### src/rtl/pll_sup_pkg.sv
// pll_sup_pkg
// Shared definitions for the PLL lock supervisor:
//   - state_t     : 3-bit supervisor state, encodings also driven on STATE
//   - STATE_*     : raw encodings of the STATE port
//   - ctrl_t      : registered control outputs decoded from a state
//   - state_outputs() : state -> control output decode
//   - max3()      : helper for sizing the shared cycle timer
// Optional feature macro used by the block: PLL_SUP_LOSS_COUNTER_EN.
package pll_sup_pkg;

  localparam logic [2:0] STATE_PWRDN     = 3'd0;
  localparam logic [2:0] STATE_WAIT_LOCK = 3'd1;
  localparam logic [2:0] STATE_STABLE    = 3'd2;
  localparam logic [2:0] STATE_RUN       = 3'd3;
  localparam logic [2:0] STATE_FAULT     = 3'd4;

  typedef enum logic [2:0] {
    ST_PWRDN     = STATE_PWRDN,
    ST_WAIT_LOCK = STATE_WAIT_LOCK,
    ST_STABLE    = STATE_STABLE,
    ST_RUN       = STATE_RUN,
    ST_FAULT     = STATE_FAULT
  } state_t;

  typedef struct packed {
    logic pll_powerdown_n;
    logic sys_reset;
    logic ready;
    logic fault;
  } ctrl_t;

  // Outputs are a pure function of the state being entered, so the FSM
  // loads them together with the state register and they stay registered.
  function automatic ctrl_t state_outputs(input state_t s);
    ctrl_t c;
    c.pll_powerdown_n = 1'b0;
    c.sys_reset       = 1'b1;
    c.ready           = 1'b0;
    c.fault           = 1'b0;
    case (s)
      ST_WAIT_LOCK, ST_STABLE: c.pll_powerdown_n = 1'b1;
      ST_RUN: begin
        c.pll_powerdown_n = 1'b1;
        c.sys_reset       = 1'b0;
        c.ready           = 1'b1;
      end
      ST_FAULT: c.fault = 1'b1;
      default: ;
    endcase
    return c;
  endfunction

  function automatic int max3(input int a, input int b, input int c);
    int m;
    m = (a > b) ? a : b;
    return (m > c) ? m : c;
  endfunction

endpackage

### src/rtl/pll_lock_supervisor_if.sv
// pll_lock_supervisor_if
// Groups the supervisor's PLL-facing and status signals.
//   master : environment side (drives PLL_LOCK, RESTART)
//   slave  : supervisor side (drives power-down, reset and status outputs)
// With PLL_SUP_LOSS_COUNTER_EN defined, LOSS_COUNT[7:0] is added.
interface pll_lock_supervisor_if;
  logic       PLL_LOCK;
  logic       RESTART;
  logic       PLL_POWERDOWN_N;
  logic       SYS_RESET;
  logic       READY;
  logic       FAULT;
  logic [2:0] STATE;
  logic [1:0] RETRY_COUNT;
`ifdef PLL_SUP_LOSS_COUNTER_EN
  logic [7:0] LOSS_COUNT;

  modport master (
    output PLL_LOCK, RESTART,
    input  PLL_POWERDOWN_N, SYS_RESET, READY, FAULT, STATE, RETRY_COUNT, LOSS_COUNT
  );
  modport slave (
    input  PLL_LOCK, RESTART,
    output PLL_POWERDOWN_N, SYS_RESET, READY, FAULT, STATE, RETRY_COUNT, LOSS_COUNT
  );
`else
  modport master (
    output PLL_LOCK, RESTART,
    input  PLL_POWERDOWN_N, SYS_RESET, READY, FAULT, STATE, RETRY_COUNT
  );
  modport slave (
    input  PLL_LOCK, RESTART,
    output PLL_POWERDOWN_N, SYS_RESET, READY, FAULT, STATE, RETRY_COUNT
  );
`endif
endinterface

### src/rtl/pll_lock_supervisor_sync_2ff.sv
// sync_2ff
// Generic two-flop synchronizer for a single asynchronous status bit.
//   clk : destination clock
//   rst : asynchronous active-high reset, flops clear to 0
//   i_d : asynchronous input
//   o_q : synchronized output, two destination edges of latency
module sync_2ff (
  input  logic clk,
  input  logic rst,
  input  logic i_d,
  output logic o_q
);

  logic r_meta;
  logic r_sync;

  always_ff @(posedge clk or posedge rst) begin
    if (rst) begin
      r_meta <= 1'b0;
      r_sync <= 1'b0;
    end else begin
      r_meta <= i_d;
      r_sync <= r_meta;
    end
  end

  assign o_q = r_sync;

endmodule

### src/rtl/pll_lock_supervisor.sv
// pll_lock_supervisor
// Sequences a PLL through power-down, lock wait, lock qualification and run,
// retrying on lock timeout and latching a fault after repeated failures.
// Produces a clean reset for the PLL clock domain.
//   CLK : free-running reference clock (also the PLL reference)
//   RST : asynchronous active-high reset
//   bus : pll_lock_supervisor_if.slave
//         in : PLL_LOCK (async), RESTART (single-cycle)
//         out: PLL_POWERDOWN_N, SYS_RESET, READY, FAULT, STATE[2:0],
//              RETRY_COUNT[1:0], LOSS_COUNT[7:0] (PLL_SUP_LOSS_COUNTER_EN only)
// Optional macro: PLL_SUP_LOSS_COUNTER_EN adds a saturating lock-loss counter.
module pll_lock_supervisor #(
  parameter int PD_CYCLES          = 16,
  parameter int LOCK_TIMEOUT       = 4096,
  parameter int LOCK_STABLE_CYCLES = 256,
  parameter int MAX_RETRIES        = 3
) (
  input  logic                 CLK,
  input  logic                 RST,
  pll_lock_supervisor_if.slave bus
);

  import pll_sup_pkg::*;

  // One timer serves every timed phase: only one phase is active at a time
  // and the timer is cleared on each state entry.
  localparam int CNT_MAX = max3(PD_CYCLES, LOCK_TIMEOUT, LOCK_STABLE_CYCLES);
  localparam int CNT_W   = $clog2(CNT_MAX);

  localparam logic [CNT_W-1:0] PD_LAST     = CNT_W'(PD_CYCLES - 1);
  localparam logic [CNT_W-1:0] TIMEOUT_LAST = CNT_W'(LOCK_TIMEOUT - 1);
  localparam logic [CNT_W-1:0] STABLE_LAST = CNT_W'(LOCK_STABLE_CYCLES - 1);
  localparam logic [1:0]       RETRY_LAST  = 2'(MAX_RETRIES - 1);

  state_t           r_state;
  logic [CNT_W-1:0] r_cnt;
  logic [1:0]       r_retry;
  ctrl_t            r_ctrl;
  logic             w_lock_s;

  sync_2ff u_lock_sync (
    .clk (CLK),
    .rst (RST),
    .i_d (bus.PLL_LOCK),
    .o_q (w_lock_s)
  );

  // RESTART overrides every other transition. A retry is charged only when a
  // lock window times out; a lock drop during qualification is not a retry.
  always_ff @(posedge CLK or posedge RST) begin
    if (RST) begin
      r_state <= ST_PWRDN;
      r_cnt   <= '0;
      r_retry <= '0;
      r_ctrl  <= state_outputs(ST_PWRDN);
    end else if (bus.RESTART) begin
      r_state <= ST_PWRDN;
      r_cnt   <= '0;
      r_retry <= '0;
      r_ctrl  <= state_outputs(ST_PWRDN);
    end else begin
      case (r_state)
        ST_PWRDN: begin
          if (r_cnt == PD_LAST) begin
            r_state <= ST_WAIT_LOCK;
            r_cnt   <= '0;
            r_ctrl  <= state_outputs(ST_WAIT_LOCK);
          end else begin
            r_cnt <= r_cnt + CNT_W'(1);
          end
        end
        ST_WAIT_LOCK: begin
          if (w_lock_s) begin
            r_state <= ST_STABLE;
            r_cnt   <= '0;
            r_ctrl  <= state_outputs(ST_STABLE);
          end else if (r_cnt == TIMEOUT_LAST) begin
            r_cnt <= '0;
            if (r_retry == RETRY_LAST) begin
              r_state <= ST_FAULT;
              r_ctrl  <= state_outputs(ST_FAULT);
            end else begin
              r_retry <= r_retry + 2'd1;
              r_state <= ST_PWRDN;
              r_ctrl  <= state_outputs(ST_PWRDN);
            end
          end else begin
            r_cnt <= r_cnt + CNT_W'(1);
          end
        end
        ST_STABLE: begin
          if (!w_lock_s) begin
            r_state <= ST_WAIT_LOCK;
            r_cnt   <= '0;
            r_ctrl  <= state_outputs(ST_WAIT_LOCK);
          end else if (r_cnt == STABLE_LAST) begin
            r_state <= ST_RUN;
            r_cnt   <= '0;
            r_retry <= '0;
            r_ctrl  <= state_outputs(ST_RUN);
          end else begin
            r_cnt <= r_cnt + CNT_W'(1);
          end
        end
        ST_RUN: begin
          if (!w_lock_s) begin
            r_state <= ST_WAIT_LOCK;
            r_cnt   <= '0;
            r_ctrl  <= state_outputs(ST_WAIT_LOCK);
          end
        end
        ST_FAULT: ;
        default: begin
          r_state <= ST_PWRDN;
          r_cnt   <= '0;
          r_ctrl  <= state_outputs(ST_PWRDN);
        end
      endcase
    end
  end

  assign bus.PLL_POWERDOWN_N = r_ctrl.pll_powerdown_n;
  assign bus.SYS_RESET       = r_ctrl.sys_reset;
  assign bus.READY           = r_ctrl.ready;
  assign bus.FAULT           = r_ctrl.fault;
  assign bus.STATE           = r_state;
  assign bus.RETRY_COUNT     = r_retry;

`ifdef PLL_SUP_LOSS_COUNTER_EN
  logic [7:0] r_loss_count;

  // Counts RUN -> WAIT_LOCK lock losses; a RESTART in the same cycle wins,
  // so that case is not a loss event. Only RST clears the count.
  always_ff @(posedge CLK or posedge RST) begin
    if (RST) begin
      r_loss_count <= '0;
    end else if (!bus.RESTART && (r_state == ST_RUN) && !w_lock_s &&
                 (r_loss_count != 8'hFF)) begin
      r_loss_count <= r_loss_count + 8'd1;
    end
  end

  assign bus.LOSS_COUNT = r_loss_count;
`endif

endmodule

### src/flat_wrapper.sv
// flat-port wrapper written by rule: the top's interface ports become plain ports
module pll_lock_supervisor_flat import pll_sup_pkg::*;
#(
  parameter int PD_CYCLES          = 16,
  parameter int LOCK_TIMEOUT       = 4096,
  parameter int LOCK_STABLE_CYCLES = 256,
  parameter int MAX_RETRIES        = 3
)
  (CLK, RST, bus_PLL_LOCK, bus_RESTART, bus_PLL_POWERDOWN_N, bus_SYS_RESET, bus_READY, bus_FAULT, bus_STATE, bus_RETRY_COUNT);
  pll_lock_supervisor_if bus_i ();
  input  logic CLK;
  input  logic RST;
  input wire logic [$bits(bus_i.PLL_LOCK)-1:0] bus_PLL_LOCK;
  input wire logic [$bits(bus_i.RESTART)-1:0] bus_RESTART;
  output wire logic [$bits(bus_i.PLL_POWERDOWN_N)-1:0] bus_PLL_POWERDOWN_N;
  output wire logic [$bits(bus_i.SYS_RESET)-1:0] bus_SYS_RESET;
  output wire logic [$bits(bus_i.READY)-1:0] bus_READY;
  output wire logic [$bits(bus_i.FAULT)-1:0] bus_FAULT;
  output wire logic [$bits(bus_i.STATE)-1:0] bus_STATE;
  output wire logic [$bits(bus_i.RETRY_COUNT)-1:0] bus_RETRY_COUNT;
  assign bus_i.PLL_LOCK = bus_PLL_LOCK;
  assign bus_i.RESTART = bus_RESTART;
  assign bus_PLL_POWERDOWN_N = bus_i.PLL_POWERDOWN_N;
  assign bus_SYS_RESET = bus_i.SYS_RESET;
  assign bus_READY = bus_i.READY;
  assign bus_FAULT = bus_i.FAULT;
  assign bus_STATE = bus_i.STATE;
  assign bus_RETRY_COUNT = bus_i.RETRY_COUNT;
  pll_lock_supervisor #(.PD_CYCLES(PD_CYCLES), .LOCK_TIMEOUT(LOCK_TIMEOUT), .LOCK_STABLE_CYCLES(LOCK_STABLE_CYCLES), .MAX_RETRIES(MAX_RETRIES)) u_core (.CLK(CLK), .RST(RST), .bus(bus_i));
endmodule
### config.mk
export PLATFORM = sky130hd
export DESIGN_NAME = pll_lock_supervisor_flat
export DESIGN_NICKNAME = d
export VERILOG_FILES = /design/src/rtl/pll_sup_pkg.sv /design/src/rtl/pll_lock_supervisor_if.sv /design/src/rtl/pll_lock_supervisor_sync_2ff.sv /design/src/rtl/pll_lock_supervisor.sv /design/src/flat_wrapper.sv
export SDC_FILE = /design/constraint.sdc
export NUM_CORES = 1
export LEC_CHECK = 0
export ABC_CLOCK_PERIOD_IN_PS = 2000
export CAP_MARGIN = 0
export CORE_MARGIN = 4
export CORE_UTILIZATION = 28
export DETAILED_ROUTE_END_ITERATION = 10
export MAX_ROUTING_LAYER = met4
export PLACE_DENSITY = 0.46
export SYNTH_ARGS = -nofsm -noshare
export SYNTH_HDL_FRONTEND = slang
export SYNTH_SLANG_ARGS = --single-unit
### constraint.sdc
create_clock -name CLK -period 2 [get_ports CLK]
set_input_delay 0.4 -clock CLK [delete_from_list [all_inputs] [get_ports CLK]]
set_output_delay 0.4 -clock CLK [all_outputs]
set_load 0.03 [all_outputs]
==> metrics.txt, run 1 <==
critical path data arrival time=1.50 ns; Total Routing Usage GR=0.108; TritonRoute pass-1 iters=5; H-Tree Depth=1; Pwr per Cell Area=572 nW/um^2; YS warnings=0; Root Driver=clkbuf_8; skew final=0.00545 ns; fin cells=212; Avg Vias per Cell=5.18; reg2reg end=u_core.r_cnt[2]; peak supply drop=0.000323 V; pin count of the biggest net entering global routing=23; post-layout power=0.945 mW; Antenna Cells=0; final setup violation count=0; leak pwr=0.707 nW; Routed Antenna Nets=0; Post-synth EDFFs=0; Net Sw Frac=0.205; internal power=0.751 mW; hold depth=0; die area=5780 sq um; GPL Wtd Cong=0.797; Hold Fails Final Rpt=0; first-pass GRT wire length=5070 um; initial antenna violation count=0; launching point of the worst reg2reg path=u_core.r_cnt[5]; Num CTS Buffers=3; Least-Margin Pin Slew=0.343 ns; count leader, synth=dfrtp_1; CTS tree=done; DIE HEIGHT=76.0 um; max_cap viols=0; min-delay src=u_core.u_lock_sync.r_meta; Worst Setup Start Kind=flop; Port Buffer Count=12; f_max=0.527 GHz; hold crit path type=reg2reg; Clock transition at path regs=0.08 ns; Iter 0 DRT Violations=48; Cell variety after synth=44; clock share of power=0.441; Total Neg Setup Slack=0 ns; flops & latches, synth=22; Layout fillers=460; Post-synth top flop=dfrtp_1; Hold Path Sink=u_core.u_lock_sync.o_q; fin nets=167; Post-Syn Area per Cell=9.45 sq um; Overflow after GRT=0; Routed WL=2940 um; post-synthesis cell count=137; sequential fraction of the synthesis area=0.426; Initial Utilization=0.293; # DRC=0; Mapped Area=1290 sq um; sw power=0.194 mW; num ports=13; relative slew slack=0.768; Synth top cells by count=dfrtp_1 (21), nand2_1 (17), o21ai_1 (8); CORE AREA=4410 sq um; RSZ-0062 raised after global routing=false; WS Path Type=reg2out; Comb power frac=0.069; Worst EP required=1.60 ns; Tcrit/Tclk final=0.949; die width=76.0 um; via count=1098; FF-to-FF path depth=6; TritonCTS Sinks=22; dpl hpwl=2210 um; Area Overhead vs Synth=27.6%; Max Slew Vio Count=0; Crit Path Max Fanout=11; synthesized net count=143; worst skew pair latency=0.26 ns; num rows=24; Area contributors post-synth=dfrtp_1 (41%), nand2_1 (4.9%), xnor2_1 (3.4%), o21ai_1 (3.1%), a31oi_1 (2.4%); outcome=finished, final reports clean; routed len/inst=13.9 um; Yosys top cell area share=0.406; Worst setup EP type=primary output; dpl cell area=1550 sq um; Seq pwr share=0.490; Reg2Reg Setup Slack=0.18 ns; async set-reset flop share out of synthesis=1.00; Post-CTS Hold Fix Bufs=0; vias in the first global route=1054; Hold Slack=0.361 ns; share of layout cells above drive strength 1=0.188; minimum clock period=1.90 ns; Design Area, Final=1650 sq um; dpl cells=208; CTS max path bufs=2; leading area contributor after synthesis=dfrtp_1
==> cells in the final DEF, fill, tap and decap left out, drive strengths merged, types with 5 or more instances in the layout <==
master	netlist	final
clkdlybuf4s50	0	11
a31oi	6	6
o21ai	15	15
buf	6	15
nor2	5	5
nand3	6	6
nand2	17	17
inv	5	5
dfrtp	21	21
xnor2	5	5
a21oi	7	7
and3	5	5
==> per-layer routing <==
layer | track usage | wire length [um]
met1 | 0.142 | 1490
met2 | 0.169 | 1350
met5 | - | 0
met3 | 0.0307 | 93
met4 | 0.0160 | 14
==> area by class of cell <==
cell class	instances	area (sq um)	share of cell area
sequential	22	552	0.334
multi-input combinational	102	698	0.422
inverter	5	18.8	0.0114
timing repair buffer	27	248	0.150
clock buffer	3	41.3	0.0250
clock inverter	1	30.0	0.0182
tap	52	65.1	0.0394
==> cells by family (layout without fill, tap and decap cells) <==
logic type,count (synthesis),count (layout),synth area share
and+or+nand+nor,51,51,0.219
AOI/OAI and AO/OA,42,42,0.233
DFF,22,22,0.426
buffers and inverters,13,36,0.0551
xor gates and xnor gates,7,7,0.0473
adders and majority gates,2,2,0.0193
==> power by group through the flow <==
stage / clock network, mW / registers [mW] / logic (mW)
after CTS: 0.433 / 0.463 / 0.0651
after global routing: 0.450 / 0.465 / 0.0732
final: 0.417 / 0.463 / 0.0655
after global placement: 0 / 0.471 / 0.0646
after detailed placement: 0 / 0.471 / 0.0649
after floorplan: 0 / 0.473 / 0.0331
==> critical path: stages (launching register included) <==
cell	delay, ns
dfrtp_1	0.37
buf_4	0.18
clkdlybuf4s50_1	0.68
==> through the flow <==
step / utilization / setup slack (ns)
after global placement: 0.352 / 0.126
final: 0.374 / 0.102
after CTS: 0.368 / 0.00511
after global routing: 0.374 / 0.0202
after floorplan: - / 0.0964
after detailed placement: 0.352 / 0.119
==> what timing repair did <==
| action | 4_1_cts | 5_1_grt |
|---|---|---|
| gates resized for setup | 0 | 6 |
| buffers inserted | 0 | 0 |
| endpoints found under the setup margin | 0 | 14 |
==> how the worst max path moves through the flow <==
stage / start / end / slack (ns) / cells after the start
6_report: u_core.bus.STATE[1] / bus_STATE[1] / 0.10 / 2
3_3_place_gp: bus_RESTART / u_core.bus.SYS_RESET / 0.13 / 6
4_1_cts: u_core.bus.STATE[0] / bus_STATE[0] / 0.005 / 2
3_5_place_dp: u_core.r_cnt[11] / u_core.r_cnt[2] / 0.12 / 6
2_1_floorplan: u_core.bus.STATE[0] / u_core.bus.FAULT / 0.1 / 6
5_1_grt: u_core.r_cnt[0] / u_core.r_cnt[2] / 0.02 / 7
==> state kept, by name, indices dropped and copies added (netlist names) <==
signal and flops:
u_core.u_lock_sync.r_meta 1, u_core.bus.FAULT 1, u_core.bus.READY 1, u_core.r_cnt 12
u_core.bus.SYS_RESET 1, u_core.bus.STATE 2, u_core.u_lock_sync.o_q 1, u_core.bus.RETRY_COUNT 2
u_core.bus.PLL_POWERDOWN_N 1
Note: power is estimated with default switching activity, not from simulation.
==> inputs of run 2 (changes only) <==
--- a/config.mk
+++ b/config.mk
@@ -5,8 +5,10 @@
 export SDC_FILE = /design/constraint.sdc
 export NUM_CORES = 1
 export LEC_CHECK = 0
+export ABC_AREA = 1
 export ABC_CLOCK_PERIOD_IN_PS = 2000
 export CAP_MARGIN = 0
+export CORE_ASPECT_RATIO = 0.6
 export CORE_MARGIN = 4
 export CORE_UTILIZATION = 28
 export DETAILED_ROUTE_END_ITERATION = 10
==> metrics.txt, run 2 <==
post-synthesis cell count=206 (was 137); TritonCTS Sinks=22 (unchanged); Worst path slowest cell=clkdlybuf4s50_1 (unchanged); die area=6550 sq um (was 5780 sq um); leading cell type in the layout, fill and taps excluded=nand2_1 (was dfrtp_1); Hold Slack=0.354 ns (was 0.361 ns); leading area contributor after synthesis=dfrtp_1 (unchanged); async set-reset flop share out of synthesis=1.00 (unchanged); post-layout power=1.67 mW (was 0.945 mW); # DRC=0 (unchanged); minimum clock period=1.91 ns (was 1.90 ns); Overflow after GRT=0 (unchanged); CTS max path bufs=2 (unchanged); fin nets=232 (was 167); GPL Wtd Cong=0.841 (was 0.797); DIE HEIGHT=64.3 um (was 76.0 um); Critical Path, Cell by Cell=clkdlybuf4s50_1 (was buf_4, clkdlybuf4s50_1); Port Buffer Count=12 (unchanged); peak supply drop=0.000377 V (was 0.000323 V); multi-input logic area=803 sq um (was 698 sq um); flops & latches, synth=22 (unchanged); Post-synth EDFFs=0 (unchanged); synthesized net count=212 (was 143); TritonRoute pass-1 iters=4 (was 5); die width=102 um (was 76.0 um); Worst EP required=1.60 ns (about the same); most frequent cells in the layout=nand2_1 (56), inv_1 (30), nor2_1 (24), dfrtp_1 (21), nand3_1 (18) (was dfrtp_1 (21), nand2_1 (17), buf_4 (14), clkdlybuf4s50_1 (11), o21ai_1 (8)); Pwr per Cell Area=949 nW/um^2 (was 572 nW/um^2); num ports=13 (unchanged); via count=1306 (was 1098); outcome=finished, final reports clean (unchanged); Iter 0 DRT Violations=50 (was 48); sequential fraction of the synthesis area=0.373 (was 0.426); RSZ-0062 raised after global routing=false (unchanged); max_cap viols=0 (unchanged); Total Neg Setup Slack=0 ns (unchanged); Routed WL=3510 um (was 2940 um); cell family with most CP delay=buffers and inverters (unchanged); count leader, synth=nand2_1 (was dfrtp_1); first-pass GRT wire length=6100 um (was 5070 um); Hold Fails Final Rpt=0 (unchanged); Least-Margin Pin Slew=0.312 ns (was 0.343 ns); final setup violation count=0 (unchanged); Yosys top cell area share=0.355 (was 0.406); Post-synth top flop=dfrtp_1 (unchanged); Cell variety after synth=25 (was 44); Area Overhead vs Synth=19.0% (was 27.6%); Root Driver=clkbuf_8 (unchanged); worst skew pair latency=0.27 ns (was 0.26 ns); Slowest Stage Delay on Critical Path=0.73 ns (was 0.68 ns); pin count of the biggest net entering global routing=23 (unchanged); share of layout cells above drive strength 1=0.133 (was 0.188); Worst Setup Start Kind=flop (unchanged); Clock transition at path regs=0.09 ns (was 0.08 ns); hold crit path type=reg2reg (unchanged); final core occ=0.346 (was 0.374); Layout fillers=539 (was 460); Max Slew Vio Count=0 (unchanged); Tcrit/Tclk final=0.955 (was 0.949); Post-CTS Hold Fix Bufs=0 (unchanged); critical path data arrival time=1.51 ns (was 1.50 ns); dpl hpwl=2760 um (was 2210 um); vias in the first global route=1227 (was 1054); Mapped Area=1480 sq um (was 1290 sq um); CORE AREA=5080 sq um (was 4410 sq um); max reg flops=12 (unchanged); Total Routing Usage GR=0.123 (was 0.108); relative slew slack=0.790 (was 0.768); CP bufs+invs=1 (was 2); leak pwr=0.859 nW (was 0.707 nW); Routed Antenna Nets=0 (unchanged); Post-Syn Area per Cell=7.18 sq um (was 9.45 sq um); Crit Path Max Fanout=7 (was 11); Reg area=552 sq um (unchanged); f_max=0.524 GHz (was 0.527 GHz); post-CTS setup repair buffer count=0 (unchanged); Worst setup EP type=primary output (unchanged); fin cells=291 (was 212); CTS tree=done (unchanged); num rows=20 (was 24); Avg Vias per Cell=4.49 (was 5.18); skew final=0.00772 ns (was 0.00545 ns); H-Tree Depth=1 (unchanged); Largest Register=u_core.r_cnt (unchanged); WS Path Type=reg2out (unchanged); Area contributors post-synth=dfrtp_1 (36%), nand2_1 (14%), inv_1 (7.6%), nand3_1 (6.1%), nor2_1 (6.1%) (was dfrtp_1 (41%), nand2_1 (4.9%), xnor2_1 (3.4%), o21ai_1 (3.1%), a31oi_1 (2.4%)); dpl cells=287 (was 208); initial antenna violation count=0 (unchanged); Synth top cells by count=nand2_1 (56), inv_1 (30), nor2_1 (24) (was dfrtp_1 (21), nand2_1 (17), o21ai_1 (8)); CTS resizes=0 (unchanged); Num CTS Buffers=3 (unchanged); Initial Utilization=0.291 (was 0.293); YS warnings=0 (unchanged); Antenna Cells=0 (unchanged); routed len/inst=12.1 um (was 13.9 um)
## run 2: cell types whose count changed after synthesis, sizes merged, moves of 6 or more
cell   delta
nand2    +47
o21ai     -8
inv      +26
nor2     +23
nand3    +18
a31oi     -6
a21oi     +6
## run 2: power breakdown
group          leakage (nW)  internal, mW  switching (mW)
clock network        0.0288         0.176           0.160
logic                 0.538         0.265           0.455
registers             0.292         0.527          0.0866
## run 2: area by class of cell
| type | count | share of cell area |
|---|---|---|
| inverters | 31 | 0.0661 |
| clock buffers | 4 | 0.0313 |
| repair buffers | 16 | 0.0853 |
| flip-flops and latches | 22 | 0.314 |
| well taps | 66 | 0.0469 |
| multi-input cells | 152 | 0.457 |
## run 2: stage by stage
step | setup WS, ns | instance area [sq um]
floorplan | 0.539 | 1480
global placement | 0.129 | 1700
detailed placement | 0.0933 | 1700
CTS | 0.0873 | 1760
global route | 0.0475 | 1760
finish | 0.0903 | 1760
## run 2: cell families (layout without fill, tap and decap cells)
logic type | count (synthesis) | after routing | share of synthesized area
simple gates | 128 | 128 | 0.437
buf+inv | 32 | 51 | 0.0838
flops | 22 | 22 | 0.373
compound gates | 20 | 20 | 0.0778
fa+ha+maj | 2 | 2 | 0.0169
xor+xnor | 2 | 2 | 0.0118
## run 2: worst paths after layout
| path | from | end | slack (ns) | depth (start not counted) |
|---|---|---|---|---|
| hold / removal | u_core.u_lock_sync.r_meta | u_core.u_lock_sync.o_q | 0.35 | 0 |
| hold reg to reg | u_core.u_lock_sync.r_meta | u_core.u_lock_sync.o_q | 0.35 | 0 |
| min in group asynchronous | RST | u_core.bus.READY | 0.46 | 3 |
| setup reg to reg | u_core.r_cnt[0] | u_core.r_cnt[2] | 0.34 | 8 |
| setup / recovery | u_core.bus.STATE[0] | bus_STATE[0] | 0.09 | 1 |
| max in group asynchronous | RST | u_core.bus.SYS_RESET | 1.25 | 3 |
## run 2: layer usage
layer / track usage / wire (um) / vias up
met3: 0.0360 / 183 / 2
met1: 0.206 / 2130 / 574
met5: - / 0 / -
met4: 0.0147 / 8 / 0
met2: 0.138 / 1190 / 26
li1: - / - / 704
